--- src/rtl/seg7_pkg.sv ---
// Shared constants for the seven-segment scan logic: digit count, blank levels,
// the active-high hex glyph table and the per-slot state encoding.
package seg7_pkg;

  localparam int DIGITS = 8;

  localparam logic [7:0] AN_OFF = 8'hFF;
  localparam logic [6:0] CA_OFF = 7'h7F;

  // Glyphs as {g,f,e,d,c,b,a}, active-high; the pins invert them.
  localparam logic [6:0] HEX7_TABLE [16] = '{
    7'h3F, 7'h06, 7'h5B, 7'h4F, 7'h66, 7'h6D, 7'h7D, 7'h07,
    7'h7F, 7'h6F, 7'h77, 7'h7C, 7'h39, 7'h5E, 7'h79, 7'h71
  };

  typedef enum logic {
    ST_BLANK = 1'b0,
    ST_DRIVE = 1'b1
  } slot_state_e;

endpackage

--- src/rtl/hex7_decode.sv ---
// Combinational nibble-to-glyph decoder; output is active-high {g,f,e,d,c,b,a}.
module hex7_decode
  import seg7_pkg::*;
(
  input  logic [3:0] nib_i,
  output logic [6:0] seg_o
);

  assign seg_o = HEX7_TABLE[nib_i];

endmodule

--- src/rtl/seg7_scan.sv ---
// Eight-digit common-anode scanner with per-slot blanking guard and frame snapshot.
// Optional leading-zero blanking is enabled by defining SEG7_SCAN_LZB_EN.
module seg7_scan
  import seg7_pkg::*;
#(
  parameter int SCAN_DIV     = 100000,  // cycles per digit slot, >= 4
  parameter int BLANK_CYCLES = 1000     // guard at slot start, 1 .. SCAN_DIV-1
) (
  input  logic        CLK,
  input  logic        Reset,
  input  logic [32:0] SEG,
  output logic [7:0]  AN,
  output logic [6:0]  CA
);

  localparam int             CW        = $clog2(SCAN_DIV);
  localparam logic [CW-1:0]  CNT_MAX   = CW'(SCAN_DIV - 1);
  localparam logic [CW-1:0]  BLANK_LIM = CW'(BLANK_CYCLES);
  localparam logic [2:0]     DIG_LAST  = 3'(DIGITS - 1);

  logic [CW-1:0] cnt_q,   cnt_d;
  logic [2:0]    dig_q,   dig_d;
  logic [32:0]   snap_q,  snap_d;
  slot_state_e   state_q, state_d;
  logic [7:0]    an_q,    an_d;
  logic [6:0]    ca_q,    ca_d;

  logic          slot_end;
  logic          frame_end;
  logic [3:0]    nib;
  logic [6:0]    glyph;
  logic          dig_show;

`ifdef SEG7_SCAN_LZB_EN
  logic [2:0] lead_q, lead_d;

  // Index of the highest nonzero nibble; digit 0 counts as leading when all are zero.
  function automatic logic [2:0] lead_of(input logic [31:0] v);
    lead_of = 3'd0;
    for (int d = 1; d < DIGITS; d++) begin
      if (v[4*d +: 4] != 4'h0) lead_of = 3'(d);
    end
  endfunction
`endif

  hex7_decode u_hex7 (
    .nib_i (nib),
    .seg_o (glyph)
  );

  // NOTE: every signal written here gets a default first, so no path leaves one unassigned and no latch is inferred.
  always_comb begin
    slot_end  = (cnt_q == CNT_MAX);
    frame_end = slot_end && (dig_q == DIG_LAST);

    cnt_d  = slot_end  ? '0 : cnt_q + CW'(1);
    dig_d  = slot_end  ? dig_q + 3'd1 : dig_q;
    snap_d = frame_end ? SEG : snap_q;

    state_d = (cnt_d < BLANK_LIM) ? ST_BLANK : ST_DRIVE;

`ifdef SEG7_SCAN_LZB_EN
    lead_d   = frame_end ? lead_of(SEG[31:0]) : lead_q;
    dig_show = (dig_d <= lead_d);
`else
    dig_show = 1'b1;
`endif

    // Outputs come from next-state values so the pins move on the same edge as the counters.
    nib  = snap_d[{dig_d, 2'b00} +: 4];
    an_d = AN_OFF;
    ca_d = CA_OFF;
    if (state_d == ST_DRIVE && snap_d[32] && dig_show) begin
      an_d = ~(8'b1 << dig_d);
      ca_d = ~glyph;
    end
  end

  // NOTE: sequential state uses non-blocking assignments so all registers update from pre-edge values.
  // NOTE: the snapshot is reset like any other register so the first frame after reset is guaranteed blank.
  always_ff @(posedge CLK or posedge Reset) begin
    if (Reset) begin
      cnt_q   <= '0;
      dig_q   <= '0;
      snap_q  <= '0;
      state_q <= ST_BLANK;
      an_q    <= AN_OFF;
      ca_q    <= CA_OFF;
    end else begin
      cnt_q   <= cnt_d;
      dig_q   <= dig_d;
      snap_q  <= snap_d;
      state_q <= state_d;
      an_q    <= an_d;
      ca_q    <= ca_d;
    end
  end

`ifdef SEG7_SCAN_LZB_EN
  always_ff @(posedge CLK or posedge Reset) begin
    if (Reset) lead_q <= 3'd0;
    else       lead_q <= lead_d;
  end
`endif

  assign AN = an_q;
  assign CA = ca_q;

endmodule

--- config.mk ---
export PLATFORM = sky130hd
export DESIGN_NAME = seg7_scan
export DESIGN_NICKNAME = d
export VERILOG_FILES = /design/src/rtl/seg7_pkg.sv /design/src/rtl/hex7_decode.sv /design/src/rtl/seg7_scan.sv
export SDC_FILE = /design/constraint.sdc
export NUM_CORES = 1
export LEC_CHECK = 0
export CAP_MARGIN = 10
export CORE_MARGIN = 2
export CORE_UTILIZATION = 30
export CTS_CLUSTER_DIAMETER = 120
export DETAILED_ROUTE_END_ITERATION = 12
export HOLD_SLACK_MARGIN = 0.12
export PLACE_DENSITY = 0.49
export SYNTH_ARGS = -nofsm -noshare
export SYNTH_HDL_FRONTEND = slang
export SYNTH_HIERARCHICAL = 1
export SYNTH_SLANG_ARGS = --single-unit
--- constraint.sdc ---
create_clock -name CLK -period 9.6 [get_ports CLK]
set_clock_uncertainty 0.15 [all_clocks]
set_input_delay 1.44 -clock CLK [delete_from_list [all_inputs] [get_ports CLK]]
set_output_delay 1.44 -clock CLK [all_outputs]
set_load 0.01 [all_outputs]
==> metrics.md <==
| Metric | Value |
|---|---|
| Run status | `finished, final reports clean` |
| Number of placement rows | `40` |
| Setup_tns | `0 ns` |
| Total Die Area | `13,400 um2` |
| Relative slew slack | `0.287` |
| Synthesized Nets | `380` |
| Total power | `644 uW` |
| Worst setup path startpoint | `dig_q[0]` |
| Sequence of cells on the critical path | `ha_1 -> ha_1 -> and3_4 -> mux2_2 -> a21bo_2 -> o211a_1 -> a21oi_1 -> mux4_1 -> nand2_1` |
| Tightest Pin Transition | `1.06 ns` |
| Top-Level Pins | `50` |
| Cell Count, Final, Fillers Out | `550` |
| Internal reg-to-reg setup slack | `5.13 ns` |
| Width of the chip | `116 um` |
| Total detailed-routing wirelength | `8.77 mm` |
| Worst flop-to-flop path endpoint | `CA[3]` |
| VDD IR max | `0.0713 mV` |
| Clock tree from TritonCTS | `yes` |
| CTS Buf Count | `9` |
| Flip-flop and latch count after synthesis | `68` |
| Data required time at the worst endpoint | `9.73 ns` |
| H-tree depth | `3` |
| Number of buffers and inverters on the critical path | `0` |
| Count of antenna-violating nets left after detailed routing | `0` |
| Initial Util | `0.310` |
| Relative contribution of sequential cells to total power | `0.446` |
| Most used cell along the critical path | `sky130_fd_sc_hd__ha_1` |
| Final nets | `422` |
| Sink Count | `68` |
| Commonest cells after routing, fill and taps aside | `53 x sky130_fd_sc_hd__dfrtp_1, 49 x sky130_fd_sc_hd__clkdlybuf4s50_1, 33 x sky130_fd_sc_hd__mux2_2, 29 x sky130_fd_sc_hd__nand2_1, 18 x sky130_fd_sc_hd__nand3_1` |
| Post-synthesis cell count | `335` |
| Max incr delay on CP | `0.89 ns` |
| Via count | `2,636` |
| Number of antenna repair diodes | `0` |
| Share of the yosys chip area belonging to registers | `0.461` |
| CORE AREA | `12,100 um2` |
| Cell type with the highest aggregate area in the netlist | `sky130_fd_sc_hd__dfrtp_1` |
| Setup WS pre-CTS | `5.14 ns` |
| Highest Clock Rate | `224 MHz` |
| Register clock-pin slew on the reported worst setup and hold paths | `0.06 ns` |
| Root Buffer Master | `sky130_fd_sc_hd__clkbuf_16` |
| Hold Crit Class | `flop to flop` |
| Final period demand of the worst path | `4.47 ns` |
| Switching power summed over all nets | `137 uW` |
| Slowest CP cell | `sky130_fd_sc_hd__dfrtp_1` |
| Total overflow reported by the global router | `0` |
| Final cell area excluding filler cells | `4610 um2` |
| Worst EP arrival | `4.59 ns` |
| Fin worst setup slack | `5.13 ns` |
| Total placed cells including tap cells | `534` |
| RSZ-0062 raised after global routing | `no` |
| Placed cell area | `4300 um2` |
| Avg Inst Size Synth | `11.1 um2` |
| Fill cells | `1,204` |
| Count of routing violations after the opening detailed-route iteration | `239` |
| Power Internal | `507 uW` |
| Per-cell routed wire length | `16.0 um` |
| Y dimension of the die | `116 um` |
| Number of warning messages in the yosys log | `6` |
| Number of antenna violations at the first check in global routing | `0` |
| Buffer count from post-CTS setup fixing | `0` |
| HPWL after DPL | `5.98 mm` |
| Clock insertion delay at the later pin of the skew report | `0.34 ns` |
| Most common cell after layout, fill and taps aside | `sky130_fd_sc_hd__dfrtp_1` |
| Number of buffers inserted by port buffering | `49` |
| Vias per cell | `4.79` |
| Part of the total power dissipated in combinational logic | `0.033` |
| Routability Congestion | `0.795` |
| DRC errors left | `0` |
| Slew Limit Fails | `0` |
| Total leakage power | `0.00193 uW` |
| EDFF count, synth | `0` |
| Netlist Area Pre-Place | `3730 um2` |
| Endpoint type of the worst setup path | `flop` |
| Fraction of final layout cells with drive strength greater than 1 | `0.217` |
| Bufs on Longest Clock Path | `2` |
| Crit start category | `flop` |
| Wire length of the first global-routing pass | `14.2 mm` |
| Fin crit share | `0.466` |
| Post-synthesis to final-layout area growth | `23.4%` |
| Share of Yosys cell area claimed by the top area cell type | `0.355` |
| Worst-path fanout max | `35` |
| Vias in the first global route | `2,652` |
| Overall fraction of global-route tracks in use | `0.140` |
| Hold buffers post-CTS | `0` |
| Reg-to-reg startpoint | `dig_q[0]` |
| Post-cts resize count | `0` |
| Portion of total power attributed to the clock network | `0.521` |
| Count of distinct cell types in the synthesized netlist | `63` |
| # setup viols final | `0` |
| Max Cap Violations | `0` |
| Cell types with the largest area share after synthesis | `sky130_fd_sc_hd__dfrtp_1 36%, sky130_fd_sc_hd__dfstp_2 11%, sky130_fd_sc_hd__mux2_2 10%, sky130_fd_sc_hd__ha_1 3.4%, sky130_fd_sc_hd__nand2_1 2.9%` |
| Final hold violation count | `0` |
| Async set-or-reset flop fraction in the synthesized netlist | `1.00` |
| Class of the most critical setup path | `flop to flop` |
| Critical path capture point | `CA[3]` |
| Sw Ratio | `0.212` |
| First-pass detailed-route iteration total | `4` |
| Dominant register cell in the synthesized netlist | `sky130_fd_sc_hd__dfrtp_1` |
| Stages on the worst setup path | `9` |
| Largest net degree at the start of global routing | `69` |
| Depth of the most critical reg-to-reg path | `9` |
| Pwr dens | `140 nW/um2` |
| Kind of cell with the highest combined delay on the critical path | `compound AO/OA/AOI/OAI gates` |
[sequential cells by signal (all words and copies together), names as in the netlist]
register,cells
snap_q,33
dig_q,3
AN,8
CA,7
cnt_q,17
[routing by layer]
| layer | share of wire | vias up | GRT usage |
|---|---|---|---|
| met4 | 0.014 | 0 | 0.0530 |
| met2 | 0.42 | 63 | 0.200 |
| li1 | - | 1288 | - |
| met5 | 0 | - | 0 |
| met3 | 0.054 | 10 | 0.0403 |
| met1 | 0.51 | 1275 | 0.202 |
[worst register-to-register path: cells and delay by family (launching register included)]
| kind | cells | cell delay, ns |
|---|---|---|
| AOI/OAI and AO/OA | 3 | 1.15 |
| adders and majority gates | 2 | 0.62 |
| muxes | 2 | 0.92 |
| and+or+nand+nor | 2 | 0.67 |
| DFF | 1 | 0.89 |
[area by class of cell]
type / count / area [um2] / area share
Tap cell: 168 / 210 / 0.0456
Sequential cell: 68 / 1720 / 0.374
Clock buffer: 10 / 239 / 0.0519
Clock inverter: 6 / 63.8 / 0.0139
Inverter: 14 / 52.6 / 0.0114
Timing Repair Buffer: 50 / 498 / 0.108
Multi-Input combinational cell: 234 / 1820 / 0.396
[worst min-delay path by stage]
stage	start	end	slack, ns	depth (start not counted)
final	cnt_q[0]	cnt_q[0]	0.33	1
after CTS	cnt_q[0]	cnt_q[0]	0.33	1
after floorplan	cnt_q[0]	cnt_q[0]	0.30	1
after global routing	cnt_q[0]	cnt_q[0]	0.36	1
after detailed placement	cnt_q[0]	cnt_q[0]	0.32	1
after global placement	cnt_q[0]	cnt_q[0]	0.31	1
[per-stage QoR]
step / hold slack, ns / util
finish: 0.329 / 0.382
global route: 0.361 / 0.382
CTS: 0.328 / 0.382
detailed placement: 0.320 / 0.357
global placement: 0.310 / 0.357
floorplan: 0.298 / -
[cell usage after synthesis (2+ instances only)]
library cell / number
sky130_fd_sc_hd__dfrtp_1: 53
sky130_fd_sc_hd__mux2_2: 33
sky130_fd_sc_hd__nand2_1: 29
sky130_fd_sc_hd__nand3_1: 18
sky130_fd_sc_hd__dfstp_2: 15
sky130_fd_sc_hd__nor2_1: 15
sky130_fd_sc_hd__inv_1: 14
sky130_fd_sc_hd__a21oi_1: 12
sky130_fd_sc_hd__o21ai_0: 12
sky130_fd_sc_hd__ha_1: 10
sky130_fd_sc_hd__xnor2_1: 10
sky130_fd_sc_hd__mux2i_1: 8
sky130_fd_sc_hd__xor2_1: 7
sky130_fd_sc_hd__nor3_1: 6
sky130_fd_sc_hd__and2_1: 5
sky130_fd_sc_hd__buf_2: 5
sky130_fd_sc_hd__buf_6: 5
sky130_fd_sc_hd__clkbuf_1: 5
sky130_fd_sc_hd__nand4_1: 5
sky130_fd_sc_hd__nand2b_1: 4
sky130_fd_sc_hd__nor2b_1: 4
sky130_fd_sc_hd__a221oi_1: 3
sky130_fd_sc_hd__a22oi_1: 3
sky130_fd_sc_hd__a31oi_1: 3
sky130_fd_sc_hd__and3_1: 3
sky130_fd_sc_hd__and4_1: 3
sky130_fd_sc_hd__mux4_2: 3
sky130_fd_sc_hd__a21boi_2: 2
sky130_fd_sc_hd__a222oi_1: 2
sky130_fd_sc_hd__a22o_1: 2
sky130_fd_sc_hd__buf_4: 2
sky130_fd_sc_hd__mux2_4: 2
sky130_fd_sc_hd__or3_1: 2
[logic make-up after synthesis]
kind of cell	synth area share
flip-flops	0.461
AND/OR/NAND/NOR	0.158
multiplexers	0.154
XOR/XNOR	0.0399
buffers and inverters	0.0513
AO/OA/AOI/OAI	0.103
adder cells (fa/ha/maj)	0.0335
[power groups by stage]
| stage | clock, uW | sequential (uW) | combinational [uW] |
|---|---|---|---|
| 4_1_cts | 345 | 287 | 22.1 |
| 6_report | 335 | 287 | 21.3 |
| 3_3_place_gp | 0 | 292 | 22.0 |
| 5_1_grt | 358 | 287 | 23.4 |
| 2_1_floorplan | 0 | 292 | 4.35 |
| 3_5_place_dp | 0 | 292 | 21.9 |
(Power assumes the default switching activity.)
